===== config.mk =====
export PLATFORM = sky130hd
export DESIGN_NAME = vdu_mem_arbiter
export DESIGN_NICKNAME = d
export VERILOG_FILES = /design/src/rtl/mk14_vdu_pkg.sv /design/src/rtl/vdu_mem_arbiter.sv
export SDC_FILE = /design/constraint.sdc
export NUM_CORES = 1
export LEC_CHECK = 0
export CAP_MARGIN = 20
export CORE_UTILIZATION = 39
export DETAILED_ROUTE_END_ITERATION = 8
export MAX_ROUTING_LAYER = met4
export PLACE_DENSITY_LB_ADDON = 0.05
export SKIP_LAST_GASP = 1
export SYNTH_ARGS = -nofsm -noshare
export SYNTH_HDL_FRONTEND = slang
export SYNTH_SLANG_ARGS = --single-unit

===== constraint.sdc =====
create_clock -name clk_pix -period 1.6 [get_ports clk_pix]
set_input_delay 0.24 -clock clk_pix [delete_from_list [all_inputs] [get_ports clk_pix]]
set_output_delay 0.24 -clock clk_pix [all_outputs]
set_load 0.03 [all_outputs]

===== src/rtl/mk14_vdu_pkg.sv =====
// -----------------------------------------------------------------------------
// mk14_vdu_pkg
// Shared definitions for the VDU/CPU memory arbiter:
//   - default address/data widths of the video memory port
//   - width of the CPU wait counter and max-wait statistic
//   - arbiter FSM state encoding
//   - saturating increment helper for the wait counter
// -----------------------------------------------------------------------------
package mk14_vdu_pkg;

    localparam int DEFAULT_ADDR_W = 16;
    localparam int DEFAULT_DATA_W = 8;
    localparam int WAIT_W         = 8;

    typedef enum logic [1:0] {
        IDLE = 2'd0,
        PEND = 2'd1,
        DATA = 2'd2,
        ACK  = 2'd3
    } arb_state_t;

    // Counter sticks at all-ones instead of wrapping back to zero
    function automatic logic [WAIT_W-1:0] sat_inc(input logic [WAIT_W-1:0] value);
        return (value == '1) ? value : value + 1'b1;
    endfunction

endpackage


===== src/rtl/vdu_mem_arbiter.sv =====
// -----------------------------------------------------------------------------
// vdu_mem_arbiter
// Shares one single-port synchronous RAM between the video display unit and
// the CPU. The VDU path is purely combinational and always wins; the CPU
// request is latched, held off while the VDU is reading, then issued, and
// acknowledged two cycles after the RAM access.
//
// Ports
//   clk_pix        in   pixel clock, all state on its rising edge
//   rst_pix        in   asynchronous active-low reset
//   vdu_read_en    in   VDU read request for this cycle
//   vdu_read_addr  in   VDU read address
//   vdu_data       out  VDU read data (RAM data, one cycle after the read)
//   cpu_req        in   CPU level request, held until cpu_ack
//   cpu_we         in   CPU access type (1 = write)
//   cpu_addr       in   CPU address
//   cpu_wdata      in   CPU write data
//   cpu_ack        out  one-cycle completion pulse
//   cpu_rdata      out  CPU read data, valid with cpu_ack
//   mem_en         out  RAM enable
//   mem_we         out  RAM write enable
//   mem_addr       out  RAM address
//   mem_wdata      out  RAM write data
//   mem_rdata      in   RAM read data, valid one cycle after mem_en
//   max_wait       out  largest number of cycles the VDU has blocked the CPU
// -----------------------------------------------------------------------------
module vdu_mem_arbiter
    import mk14_vdu_pkg::*;
#(
    parameter int ADDR_W = DEFAULT_ADDR_W,
    parameter int DATA_W = DEFAULT_DATA_W
) (
    input  logic              clk_pix,
    input  logic              rst_pix,
    input  logic              vdu_read_en,
    input  logic [ADDR_W-1:0] vdu_read_addr,
    output logic [DATA_W-1:0] vdu_data,
    input  logic              cpu_req,
    input  logic              cpu_we,
    input  logic [ADDR_W-1:0] cpu_addr,
    input  logic [DATA_W-1:0] cpu_wdata,
    output logic              cpu_ack,
    output logic [DATA_W-1:0] cpu_rdata,
    output logic              mem_en,
    output logic              mem_we,
    output logic [ADDR_W-1:0] mem_addr,
    output logic [DATA_W-1:0] mem_wdata,
    input  logic [DATA_W-1:0] mem_rdata,
    output logic [WAIT_W-1:0] max_wait
);

    arb_state_t        r_state;
    arb_state_t        w_next_state;
    logic              w_cpu_issue;

    logic              r_we;
    logic [ADDR_W-1:0] r_addr;
    logic [DATA_W-1:0] r_wdata;
    logic [WAIT_W-1:0] r_wait_cnt;
    logic [WAIT_W-1:0] r_max_wait;
    logic              r_cpu_ack;
    logic [DATA_W-1:0] r_cpu_rdata;

    // VDU data is the raw RAM output; the RAM's own one-cycle latency is the
    // VDU read latency, so nothing is registered here.
    assign vdu_data  = mem_rdata;
    assign cpu_ack   = r_cpu_ack;
    assign cpu_rdata = r_cpu_rdata;
    assign max_wait  = r_max_wait;

    // State register. Reset drops any access in flight back to IDLE.
    always_ff @(posedge clk_pix or negedge rst_pix) begin
        if (!rst_pix) begin
            r_state <= IDLE;
        end else begin
            r_state <= w_next_state;
        end
    end

    // Next state and RAM port drive. The CPU only reaches the RAM from PEND
    // in a cycle the VDU leaves free, so the two can never collide. The VDU
    // terms do not depend on state and keep working while reset is held.
    always_comb begin
        w_next_state = r_state;
        w_cpu_issue  = 1'b0;

        case (r_state)
            IDLE: begin
                if (cpu_req) begin
                    w_next_state = PEND;
                end
            end
            PEND: begin
                if (!vdu_read_en) begin
                    w_cpu_issue  = 1'b1;
                    w_next_state = DATA;
                end
            end
            DATA: begin
                w_next_state = ACK;
            end
            ACK: begin
                w_next_state = IDLE;
            end
            default: begin
                w_next_state = IDLE;
            end
        endcase

        mem_en    = vdu_read_en | w_cpu_issue;
        mem_we    = w_cpu_issue & r_we;
        mem_addr  = vdu_read_en ? vdu_read_addr : r_addr;
        mem_wdata = r_wdata;
    end

    // Request latch, wait accounting and CPU response registers. The request
    // is captured once in IDLE so later changes on the CPU bus cannot disturb
    // the access. The ack is registered from DATA, so it is high exactly in
    // the ACK cycle.
    always_ff @(posedge clk_pix or negedge rst_pix) begin
        if (!rst_pix) begin
            r_we        <= 1'b0;
            r_addr      <= '0;
            r_wdata     <= '0;
            r_wait_cnt  <= '0;
            r_max_wait  <= '0;
            r_cpu_ack   <= 1'b0;
            r_cpu_rdata <= '0;
        end else begin
            r_cpu_ack <= (r_state == DATA);

            case (r_state)
                IDLE: begin
                    if (cpu_req) begin
                        r_we       <= cpu_we;
                        r_addr     <= cpu_addr;
                        r_wdata    <= cpu_wdata;
                        r_wait_cnt <= '0;
                    end
                end
                PEND: begin
                    if (vdu_read_en) begin
                        r_wait_cnt <= sat_inc(r_wait_cnt);
                    end
                end
                DATA: begin
                    // Writes leave the previous read data visible
                    if (!r_we) begin
                        r_cpu_rdata <= mem_rdata;
                    end
                end
                ACK: begin
                    if (r_wait_cnt > r_max_wait) begin
                        r_max_wait <= r_wait_cnt;
                    end
                end
                default: begin
                end
            endcase
        end
    end

endmodule


## Word level (Yosys, flattened, before mapping)

Index checks and enable logic that the tools add are counted.

- Register bits after elaboration: 52
- Word-level logic and storage cells: 38

- Add/subtract/negate cells: 1
- Magnitude comparators: 1
- Equal/unequal tests: 8
- Multiplexer cells: 10
- Bitwise gates (word level): 3
- Reduce and logical (&&, ||, !) cells: 7

Operators with widths:

| kind | count |
|---|---|
| 2-to-1 mux 8 bit | 3 |
| 2-to-1 mux 16 bit | 1 |
| case mux 8 bit (2 select lines) | 1 |
| adder 8 x 1 -> 8 bit (second input constant) | 1 |
| equality test 8 bit (second input constant) | 1 |
| greater-than comparator 8 bit | 1 |
| != test 2 bit (second input constant) | 4 |
| case mux 2 bit (4 select lines) | 1 |
| AND reduction 2 bit | 4 |
| equality test 2 bit (second input constant) | 2 |
| 2-to-1 mux 2 bit | 2 |
| AND reduction 4 bit | 1 |
| equality test 2 x 1 -> 1 bit (second input constant) | 1 |
| zero test 2 bit | 1 |
| 2-to-1 mux 1 bit | 2 |
| nonzero test 2 bit | 1 |
| bitwise AND 1 bit | 1 |
| NOT 1 bit | 1 |
| bitwise OR 1 bit | 1 |

## Longest topological paths before layout

Gate-level depths: netlist of the first run.

- Word-level depth: 4
- Gate-level depth with buffers: 8

## Worst setup path after synthesis of the first run

Ideal clock, no wire load.

- Kind: flip-flop to flip-flop
- Start point: register r_max_wait[1] (netlist: max_wait[1])
- End point: register r_max_wait[0] (netlist: max_wait[0])
- Library setup time: 125 ps
- Arrival: 1790 ps
- Data required time: 1475 ps
- Slack: -314 ps
- Cell stages (with the launch flop): 8
- Path buffers: 0
- Clock period less this slack: 1914 ps
- Cells stage by stage: dfrtp_1 inv_1 ha_1 nor2b_1 o211ai_1 nand3_1 o2111ai_2 mux2_2

- Word-level cells in the longest chain between the ends: 2

Ends and longest elaborated chain:

| element | RTL line | text |
|---|---|---|
| start: declaration | vdu_mem_arbiter.sv:60 | `logic [WAIT_W-1:0] r_max_wait;` |
| start signal: assignment | vdu_mem_arbiter.sv:154 | `r_max_wait <= r_wait_cnt;` |
| greater-than comparator 8 bit | vdu_mem_arbiter.sv:153 | `if (r_wait_cnt > r_max_wait) begin` |
| AND reduction 2 bit (no line) | -- |  |

Every way passes these cells.
A chain may end at the register's enable or synchronous reset.

## Worst setup path in the final report of the first run

- Start point: register r_wait_cnt[1]
- End point: register r_max_wait[0] (netlist: max_wait[0])

- Word-level cells in the longest chain between the ends: 2

Ends and longest elaborated chain:

| element | RTL line | text |
|---|---|---|
| start: declaration | vdu_mem_arbiter.sv:59 | `logic [WAIT_W-1:0] r_wait_cnt;` |
| start signal: assignment | vdu_mem_arbiter.sv:143 | `r_wait_cnt <= sat_inc(r_wait_cnt);` |
| greater-than comparator 8 bit | vdu_mem_arbiter.sv:153 |  |
| AND reduction 2 bit (no line) | -- |  |

Every way passes these cells.

==> results_dict.tcl, run 1 <==
set metrics [dict create \
    vias 2087 \
    drt-total-wl_mm 6.079 \
    ys_ff_latch 52 \
    critPathKind "register to register" \
    n_antenna_cell 0 \
    status "finished, violations left" \
    period_needed_ns 1.781 \
    dpl.hpwl_mm 4.441 \
    cts_buffers 5 \
    synth_edf_count 0 \
    post_drt_wl_per_cell_um 14.14 \
    drc 0 \
    die_area_um2 7013 \
    ys.flop_type "dfrtp_1" \
    period_share 1.113 \
    setup-violations-final 10 \
    portBuffers 103 \
    yosysSeqAreaShare 0.4993 \
    grt_pass1_vias 2239 \
    layout_common_cells "54 x clkdlybuf4s50_1, 49 x mux2_2, 47 x buf_4, 45 x dfrtp_1, 17 x buf_2" \
    cap_violations 0 \
    drtAntennaViolNets 0 \
    grt_antenna_before_repair 0 \
    path_buf_inv 1 \
    crit_chain "ha_4 -> nor2b_4 -> o211ai_1 -> nand3_2 -> o2111ai_4 -> buf_4 -> mux2_4" \
    post-route-util 0.6812 \
    numPlacedInstances 413 \
    synth_cell_types 38 \
    worst_slew_pin_slew_ns 0.3591 \
    final_cells 430 \
    cp-end-kind "register" \
    cts_tree "yes" \
    pre_cts_slack_ns -0.5088 \
    crit_family "flip-flops" \
    crit_required_ns 1.79 \
    hold_path.class "input port to async pin" \
    drtIter0Drc 53 \
    cts_root_buf "clkbuf_8" \
    first_pass_iters 4 \
    grt_max_degree 29 \
    insertion_delay_ns 0.30 \
    fin_nets 418 \
    coreArea_um2 6386 \
    synth_area_leaders "dfrtp_1 50%, mux2_2 24%, ha_1 6.2%" \
    synth_top_cell_area_share 0.4993 \
    postPlaceCellArea_um2 4024 \
    cp_max_fo 2 \
    die_width_um 83.75 \
    skew_ns 0.005749 \
    irDropWorstVdd_mv 1.048 \
    cts_max_path_buffers 2 \
    grt.overflow.total 0 \
    relSlewSlack 0.7606 \
    fin_area_um2 4350 \
    layout-drive-gt1-share 0.5042 \
    start_util 0.4081 \
    gp_congestion 0.7725 \
    syn2layout_area_growth_pct 66.92 \
    synth-async-reset-ratio 1.000 \
    synth_fp_nets 272 \
    syn_area_um2 2606 \
    clock.fmax_mhz 561.5 \
    rows 29 \
    hold_slack_ns 0.5011 \
    worst_slack_ns -0.1809 \
    cp-start-kind "register" \
    yosysTopAreaCell "dfrtp_1" \
    hold_viol_final 0 \
    via_per_inst 4.853 \
    synthCells 206 \
    htree_levels 2 \
    cts.sinks 52 \
    grt_pass1_wl_mm 10.35 \
    p_leak_uw 0.002155 \
    clkTransAtPathRegs_ns 0.09 \
    maxSlewViolCount 0 \
    grt_use_total 0.1882 \
    failed_checks "setup timing" \
    yosys_warnings 0 \
    final_common_cell "clkdlybuf4s50_1" \
    chipHeight_um 83.75 \
    syn_area_per_cell_um2 12.65 \
    critPathMaxStageDelay_ns 0.43 \
    slowest_stage "dfrtp_1" \
    arrival_ns 1.97 \
    rsz0062_at_grt "true" \
    p_per_area_nw_per_um2 1656 \
    ios 104 \
]
[timing repair]
action	in CTS	in global routing
gates resized for setup	111	40
pin swaps	8	11
gates cloned	1	0
endpoints found under the setup margin	40	74
endpoints found under the hold margin	52	0
buffers inserted	8	2
hold buffers	1	0
[flip-flops by register name (all words and copies together) (netlist names)]
signal,cells
r_we,1
mem_wdata,8
r_state,2
r_addr,16
r_wait_cnt,8
cpu_ack,1
cpu_rdata,8
max_wait,8
[logic make-up (layout without fill, tap and decap cells)]
kind of cell               after synthesis  after routing  share of synthesized area
muxes                                   58             58                     0.2492
adders and majority gates               13             13                    0.06241
buffers and inverters                   27            174                    0.05281
and+or+nand+nor                         34             34                    0.07202
AOI/OAI and AO/OA                       22             22                    0.06433
DFF                                     52             52                     0.4993
[per-layer routing]
metal | wire length, µm | track usage
met1 | 2614 | 0.2253
met3 | 317 | 0.03759
met4 | 88 | 0.04931
met5 | 0 | -
met2 | 3058 | 0.3245
[cell usage after synthesis (2+ instances only)]
| library cell | n |
|---|---|
| mux2_2 | 55 |
| dfrtp_1 | 52 |
| ha_1 | 13 |
| inv_1 | 13 |
| buf_4 | 8 |
| nand2_1 | 8 |
| nand3_1 | 6 |
| a21oi_1 | 5 |
| buf_2 | 4 |
| o21ai_0 | 4 |
| mux2i_1 | 3 |
| nand4_1 | 3 |
| a31oi_1 | 2 |
| and3_1 | 2 |
| nand2b_1 | 2 |
| nor2_1 | 2 |
| nor2b_1 | 2 |
| nor3_1 | 2 |
[cell type report]
cell class	instances	area, µm²
fillers	519	2036
inverters	13	51.30
multi-input cells	127	1379
flip-flops and latches	52	1310
well taps	77	96.34
clock inverters	2	10.01
repair buffers	153	1421
clock buffers	6	82.58
[path summary, 6_finish.rpt]
kind / startpoint / slack, ns / endpoint / depth (start not counted)
max reg2reg: r_wait_cnt[1]$_DFFE_PN0P_ / -0.18 / max_wait[0]$_DFFE_PN0P_ / 7
min: rst_pix / 0.50 / max_wait[1]$_DFFE_PN0P_ / 3
max in group asynchronous: rst_pix / 0.82 / r_addr[7]$_DFFE_PN0P_ / 3
max: r_wait_cnt[1]$_DFFE_PN0P_ / -0.18 / max_wait[0]$_DFFE_PN0P_ / 7
min reg2reg: cpu_rdata[0]$_DFFE_PN0P_ / 0.50 / cpu_rdata[0]$_DFFE_PN0P_ / 1
min in group clk_pix: cpu_rdata[0]$_DFFE_PN0P_ / 0.50 / cpu_rdata[0]$_DFFE_PN0P_ / 1
[power by group]
group          total (µW)  switching (µW)  leakage (µW)  internal, µW
logic                4280            2080       0.00147          2200
clock network         766             420     0.0000510           346
registers            2160             295      0.000633          1860
total                7200            2800       0.00216          4410
[worst min-delay path, stage by stage]
cell and delay (ns):
dlygate4sd3_1 0.55, buf_2 0.12, buf_4 0.30
[stage by stage]
step	setup TNS (ns)	power (µW)
final	-1.371	7204
after global placement	-11.11	6085
after detailed placement	-11.63	6167
after global routing	-2.255	7696
after floorplan	-1.260	4480
after CTS	-1.337	7119
Power figures use the tool's default switching activity.
==> run 2: changes to the inputs <==
--- a/config.mk
+++ b/config.mk
@@ -7,10 +7,12 @@
 export LEC_CHECK = 0
 export CAP_MARGIN = 20
 export CORE_UTILIZATION = 39
+export CTS_CLUSTER_SIZE = 30
 export DETAILED_ROUTE_END_ITERATION = 8
 export MAX_ROUTING_LAYER = met4
 export PLACE_DENSITY_LB_ADDON = 0.05
 export SKIP_LAST_GASP = 1
+export SLEW_MARGIN = 20
 export SYNTH_ARGS = -nofsm -noshare
 export SYNTH_HDL_FRONTEND = slang
 export SYNTH_SLANG_ARGS = --single-unit
==> results of run 2 <==
The final DEF is identical to that of run 1; final timing and power are the same.
